### src/rtl/clock_pkg.sv
// rtl/clock_pkg.sv - shared state, field and key definitions for the digital clock
package clock_pkg;

   typedef enum logic [1:0] {
      ST_RUN   = 2'd0,
      ST_SET_H = 2'd1,
      ST_SET_M = 2'd2,
      ST_SET_S = 2'd3
   } state_t;

   localparam logic [1:0] FLD_NONE = 2'd0;
   localparam logic [1:0] FLD_HOUR = 2'd1;
   localparam logic [1:0] FLD_MIN  = 2'd2;
   localparam logic [1:0] FLD_SEC  = 2'd3;

   localparam int KEY_MODE = 0;
   localparam int KEY_UP   = 1;
   localparam int KEY_DOWN = 2;
   localparam int KEY_OK   = 3;

   function automatic logic [1:0] field_of(state_t s);
      case (s)
         ST_SET_H: return FLD_HOUR;
         ST_SET_M: return FLD_MIN;
         ST_SET_S: return FLD_SEC;
         default:  return FLD_NONE;
      endcase
   endfunction

   function automatic logic [5:0] digit_mask(logic [1:0] f);
      case (f)
         FLD_HOUR: return 6'b110000;
         FLD_MIN:  return 6'b001100;
         FLD_SEC:  return 6'b000011;
         default:  return 6'b000000;
      endcase
   endfunction

   function automatic logic [3:0] state_onehot(state_t s);
      return 4'b0001 << s;
   endfunction

endpackage

### src/rtl/key_repeat.sv
// rtl/key_repeat.sv - press edge and hold/auto-repeat timer for one active-low key
module key_repeat #(
   parameter int DLY_MS  = 500,
   parameter int RATE_MS = 100
) (
   input  logic clk,
   input  logic rst_n,
   input  logic key,
   input  logic tick,
   input  logic clr,
   output logic press,
   output logic rpt
);
   localparam int CW = $clog2(DLY_MS + RATE_MS + 1);
   localparam logic [CW-1:0] DLY_LIM = CW'(DLY_MS);
   localparam logic [CW-1:0] RPT_LIM = CW'(DLY_MS + RATE_MS);

   logic          key_q;
   logic          armed;
   logic [CW-1:0] ms_cnt;
   logic [CW-1:0] ms_inc;

   // key_q clears to "held" so a key held through reset never looks like a fresh press
   assign press  = key_q & ~key;
   assign ms_inc = ms_cnt + 1'b1;
   assign rpt    = armed & ~key & ~clr & tick & ((ms_inc == DLY_LIM) || (ms_inc == RPT_LIM));

   always_ff @(posedge clk or negedge rst_n) begin
      if (!rst_n) begin
         key_q  <= 1'b0;
         armed  <= 1'b0;
         ms_cnt <= '0;
      end else begin
         key_q <= key;
         if (key) begin
            armed  <= 1'b0;
            ms_cnt <= '0;
         end else if (press) begin
            armed  <= 1'b1;
            ms_cnt <= '0;
         end else if (clr || !armed) begin
            ms_cnt <= '0;
         end else if (tick) begin
            ms_cnt <= (ms_inc == RPT_LIM) ? DLY_LIM : ms_inc;
         end
      end
   end

endmodule

### src/rtl/clock_set_ctrl.sv
// rtl/clock_set_ctrl.sv - time-set mode sequencer with inc/dec commands and digit blink mask
module clock_set_ctrl
   import clock_pkg::*;
#(
   parameter int TICKS_PER_MS   = 50000,
   parameter int BLINK_HALF_MS  = 250,
   parameter int TIMEOUT_MS     = 10000,
   parameter int REPEAT_DLY_MS  = 500,
   parameter int REPEAT_RATE_MS = 100
) (
   input  logic       CLK_50M,
   input  logic       RST_N,
   input  logic [7:0] key_out,
   output logic       run_en,
   output logic [1:0] field_sel,
   output logic       inc_pulse,
   output logic       dec_pulse,
   output logic [5:0] blink_mask,
   output logic [3:0] state_led
);
   localparam int PW = (TICKS_PER_MS > 1) ? $clog2(TICKS_PER_MS) : 1;
   localparam int IW = $clog2(TIMEOUT_MS + 1);
   localparam int BW = $clog2(BLINK_HALF_MS + 1);
   localparam logic [PW-1:0] PRE_LAST  = PW'(TICKS_PER_MS - 1);
   localparam logic [IW-1:0] IDLE_LIM  = IW'(TIMEOUT_MS);
   localparam logic [BW-1:0] BLINK_LIM = BW'(BLINK_HALF_MS);

   state_t        state, state_nxt;
   logic [PW-1:0] pre_cnt;
   logic          tick;
   logic          mode_q, ok_q;
   logic          mode_p, ok_p, up_p, dn_p, up_rpt, dn_rpt;
   logic          any_press, both_low, adj_held, in_set, change, timeout, adj_ok;
   logic [IW-1:0] idle_cnt;
   logic [BW-1:0] blink_cnt, blink_cnt_nxt;
   logic          phase, phase_nxt;
   logic [5:0]    mask_nxt;
   logic          unused_keys;

   assign unused_keys = &key_out[7:4];

   assign tick      = (pre_cnt == PRE_LAST);
   assign mode_p    = mode_q & ~key_out[KEY_MODE];
   assign ok_p      = ok_q & ~key_out[KEY_OK];
   assign any_press = mode_p | ok_p | up_p | dn_p;
   assign both_low  = ~key_out[KEY_UP] & ~key_out[KEY_DOWN];
   assign adj_held  = ~key_out[KEY_UP] | ~key_out[KEY_DOWN];
   assign in_set    = (state != ST_RUN);
   assign timeout   = in_set & tick & ~any_press & ((idle_cnt + 1'b1) == IDLE_LIM);

   key_repeat #(.DLY_MS(REPEAT_DLY_MS), .RATE_MS(REPEAT_RATE_MS)) u_up (
      .clk   (CLK_50M),
      .rst_n (RST_N),
      .key   (key_out[KEY_UP]),
      .tick  (tick),
      .clr   (both_low),
      .press (up_p),
      .rpt   (up_rpt)
   );

   key_repeat #(.DLY_MS(REPEAT_DLY_MS), .RATE_MS(REPEAT_RATE_MS)) u_down (
      .clk   (CLK_50M),
      .rst_n (RST_N),
      .key   (key_out[KEY_DOWN]),
      .tick  (tick),
      .clr   (both_low),
      .press (dn_p),
      .rpt   (dn_rpt)
   );

   // OK beats MODE, and any state change swallows a coincident UP/DOWN event
   always_comb begin
      state_nxt = state;
      if (in_set && ok_p) begin
         state_nxt = ST_RUN;
      end else if (mode_p) begin
         case (state)
            ST_RUN:   state_nxt = ST_SET_H;
            ST_SET_H: state_nxt = ST_SET_M;
            ST_SET_M: state_nxt = ST_SET_S;
            default:  state_nxt = ST_RUN;
         endcase
      end else if (timeout) begin
         state_nxt = ST_RUN;
      end
   end

   assign change = (state_nxt != state);
   assign adj_ok = in_set & ~change & ~both_low;

   always_comb begin
      blink_cnt_nxt = blink_cnt;
      phase_nxt     = phase;
      if (change) begin
         blink_cnt_nxt = '0;
         phase_nxt     = 1'b0;
      end else if (tick) begin
         if ((blink_cnt + 1'b1) == BLINK_LIM) begin
            blink_cnt_nxt = '0;
            phase_nxt     = ~phase;
         end else begin
            blink_cnt_nxt = blink_cnt + 1'b1;
         end
      end
   end

   always_comb begin
      mask_nxt = 6'b000000;
      if ((state_nxt != ST_RUN) && phase_nxt && !adj_held)
         mask_nxt = digit_mask(field_of(state_nxt));
   end

   always_ff @(posedge CLK_50M or negedge RST_N) begin
      if (!RST_N) begin
         state      <= ST_RUN;
         pre_cnt    <= '0;
         mode_q     <= 1'b0;
         ok_q       <= 1'b0;
         idle_cnt   <= '0;
         blink_cnt  <= '0;
         phase      <= 1'b0;
         inc_pulse  <= 1'b0;
         dec_pulse  <= 1'b0;
         blink_mask <= 6'b000000;
      end else begin
         state     <= state_nxt;
         pre_cnt   <= tick ? '0 : pre_cnt + 1'b1;
         mode_q    <= key_out[KEY_MODE];
         ok_q      <= key_out[KEY_OK];
         blink_cnt <= blink_cnt_nxt;
         phase     <= phase_nxt;
         if (change || any_press || !in_set)
            idle_cnt <= '0;
         else if (tick)
            idle_cnt <= idle_cnt + 1'b1;
         inc_pulse  <= adj_ok & (up_p | up_rpt);
         dec_pulse  <= adj_ok & (dn_p | dn_rpt);
         blink_mask <= mask_nxt;
      end
   end

   assign run_en    = (state == ST_RUN);
   assign field_sel = field_of(state);
   assign state_led = state_onehot(state);

endmodule

### config.mk
export PLATFORM = sky130hd
export DESIGN_NAME = clock_set_ctrl
export DESIGN_NICKNAME = d
export VERILOG_FILES = /design/src/rtl/clock_pkg.sv /design/src/rtl/key_repeat.sv /design/src/rtl/clock_set_ctrl.sv
export SDC_FILE = /design/constraint.sdc
export NUM_CORES = 1
export LEC_CHECK = 0
export ABC_AREA = 1
export CORE_UTILIZATION = 60
export DETAILED_ROUTE_END_ITERATION = 8
export PLACE_DENSITY = 0.8
export RECOVER_POWER = 100
export SLEW_MARGIN = 20
export SYNTH_ARGS = -nofsm -noshare
export SYNTH_HDL_FRONTEND = slang
export SYNTH_SLANG_ARGS = --single-unit
### constraint.sdc
create_clock -name CLK_50M -period 2.8 [get_ports CLK_50M]
set_clock_uncertainty 0.2 [all_clocks]
set_input_delay 0.84 -clock CLK_50M [delete_from_list [all_inputs] [get_ports CLK_50M]]
set_output_delay 0.84 -clock CLK_50M [all_outputs]
set_load 0.01 [all_outputs]
==> results_dict.tcl, run 1 <==
set metrics [dict create \
    grt_max_degree 73 \
    syn-instance-count 550 \
    fin_crit_sh 0.964 \
    vias 3709 \
    worstMarginPinSlew_ps 1550 \
    max-vdd-ir-drop_v 0.000452 \
    worstHoldStart "pre_cnt[0]" \
    dr_wl_met2_um 4370 \
    hold_class "reg -> reg" \
    synth_top_area_cell "dfrtp_1" \
    setup_viol 0 \
    clk_latency_ps 350 \
    totalWireLength_um 8730 \
    clkSinkCount 72 \
    critPathSlowestCell "clkdlybuf4s50_1" \
    status "finished with violations" \
    num_io_pins 25 \
    syn_area_mm2 0.00418 \
    synth_edf_count 0 \
    wl_met1_um 3920 \
    start_kind "flip-flop" \
    drt_iter0_markers 207 \
    cts-htree-levels 3 \
    dp.final_hpwl_um 6150 \
    core_mm2 0.00676 \
    die_y_um 85.5 \
    syn_nets 571 \
    power.density_mw_per_mm2 528 \
    antenna_found_initial 0 \
    multi_input_area_mm2 0.00202 \
    fillers 533 \
    grt_pass1_wl_um 14500 \
    synthArstFlopShare 1.00 \
    worstPathRequired_ps 1760 \
    die-area_mm2 0.00731 \
    fin_util 0.711 \
    violations "capacitance limit, slew limit" \
    synth_commonest_cells "nand2_1, nor2_1, inv_1" \
    hold_depth 1 \
    leakagePower_nw 2.25 \
    clk_pin_slew_ps 80 \
    numCtsBuffers 9 \
    root_buffer "clkbuf_8" \
    area_delta_synth_final_pct 14.9 \
    drc 0 \
    overflow 0 \
    die_width_um 85.5 \
    synthTopCellsByArea "dfrtp_1, nand2_1, nor2_1" \
    hold_end "pre_cnt[0]" \
    start_util 0.619 \
    wl_per_cell_um 12.8 \
    highest_layer "met4" \
    criticalPathCategory "reg -> out" \
    cts_tree "built" \
    arrival_ps 1660 \
    firstDrtPassIters 5 \
    rows 30 \
    grt_pass1_vias 3396 \
    rr_worst_depth 15 \
    place.gp.congestion 0.858 \
    ys_seq_elements 72 \
    final.setup.tns_ps 0 \
    hold_slack_ps 281 \
    slowest_delay_ps 550 \
    yosys_warnings 0 \
    fmax_ghz 0.371 \
    synth-main-ff-cell "dfrtp_1" \
    yosysUniqueCellTypes 36 \
    grt.total_usage 0.249 \
    viasPerCell 5.44 \
    synth_top_area_frac 0.431 \
    r2r-start "idle_cnt[0]" \
    synth.avg_cell_area_um2 7.60 \
    max-slew-margin-rel -0.0364 \
    portBuffers 20 \
    register_area_mm2 0.00180 \
    drive_gt1_frac 0.121 \
    slew_violations 73 \
    worstPathCellList "inv_2 > ha_2 > clkdlybuf4s50_1" \
    period_needed_ps 2700 \
    r2r-end "blink_mask[4]" \
    wl_met3_um 263 \
    end_kind "output pin" \
    maxCapViolCount 1 \
    final_antenna_net_count 0 \
    clockBufferDepth 2 \
    power_mw 2.54 \
    synth_seq_area_share 0.431 \
    finalHoldViolations 0 \
    path_max_fanout 6 \
    synth.most_common_cell "nand2_1" \
    r2r_slack_ps 190 \
    insertedDiodeCount 0 \
    final_nets 618 \
]
logic make-up after synthesis:
kind of cell | Yosys count | synth area share
DFF | 72 | 0.431
and+or+nand+nor | 280 | 0.300
buffers and inverters | 94 | 0.0901
xor gates and xnor gates | 25 | 0.0524
AOI/OAI and AO/OA | 68 | 0.0934
adders and majority gates | 11 | 0.0329
routing by layer:
metal / global-route usage / vias up
met2: 0.429 / 75
li1: - / 1863
met1: 0.313 / 1752
met5: 0 / -
met3: 0.0379 / 19
met4: 0.105 / 0
layout by cell type, fill, tap and decap left out, types with 3 or more instances in the layout:
cell             count
xnor2_1              4
clkdlybuf4s50_1      5
dfrtp_1             71
o22ai_1             11
clkinv_2             3
o21ai_0             18
nand3_1             30
xor2_1              21
ha_1                 9
inv_1               82
nor2_1              90
clkbuf_8            12
buf_4               19
clkbuf_1             7
nand4_1             16
dlygate4sd3_1        8
or2_2                5
nand2_2              7
nor3_1              13
nand2_1             95
o21bai_1             4
nor2_2              13
a21oi_1             26
sequential cells by signal (all words and copies together), names as in the netlist:
signal and flops:
pre_cnt 16, idle_cnt 14, u_down.ms_cnt 10, u_up.ms_cnt 10
blink_cnt 8, blink_mask 3, state 2, dec_pulse 1
inc_pulse 1, mode_q 1, ok_q 1, phase 1
u_down.armed 1, u_down.key_q 1, u_up.armed 1, u_up.key_q 1
power breakdown:
part | switching, mW | internal [mW]
Clock | 0.379 | 0.391
Combinational | 0.396 | 0.292
Sequential | 0.0173 | 1.06
critical path: cells and delay by family (launching register included):
kind / cells / cell delay [ps]
buf+inv: 2 / 650
flops: 1 / 420
fa+ha+maj: 1 / 240
cell type report:
| type | count | area share |
|---|---|---|
| multi-input combinational | 384 | 0.421 |
| sequential | 72 | 0.375 |
| timing repair buffer | 46 | 0.0786 |
| inverter | 84 | 0.0656 |
| clock buffer | 13 | 0.0352 |
| tap | 80 | 0.0208 |
| clock inverter | 3 | 0.00312 |
through the flow:
| step | instance area [µm²] | setup WS, ps | cells |
|---|---|---|---|
| after floorplan | 4180 | 284 | 550 |
| after global placement | 4600 | -334 | 662 |
| after detailed placement | 4600 | -430 | 662 |
| after CTS | 4810 | 16.7 | 681 |
| after global routing | 4800 | -35.1 | 682 |
| final | 4800 | 102 | 682 |
how the worst max path moves through the flow:
stage | startpoint | end | slack [ps] | cells after the start
final | state[1] | run_en | 100 | 3
after global placement | key_out[0] | blink_cnt[7] | -330 | 17
after detailed placement | key_out[3] | blink_cnt[7] | -430 | 17
after CTS | state[1] | field_sel[0] | 20 | 4
after floorplan | key_out[0] | idle_cnt[9] | 280 | 17
after global routing | key_out[0] | dec_pulse | -40 | 18
timing repair:
item | in CTS | in global routing
hold endpoints to repair | 0 | 0
hold buffers | 0 | 0
pin swaps | 6 | 7
resized for setup | 5 | 14
buffers inserted | 3 | 1
setup endpoints to repair | 24 | 30
Power figures use the tool's default switching activity.
==> run 2, diff against run 1 <==
- HOLD_SLACK_MARGIN: unset -> 0.05
==> results of run 2 <==
Same layout as run 1: the final DEF is identical, and so are final timing and power.
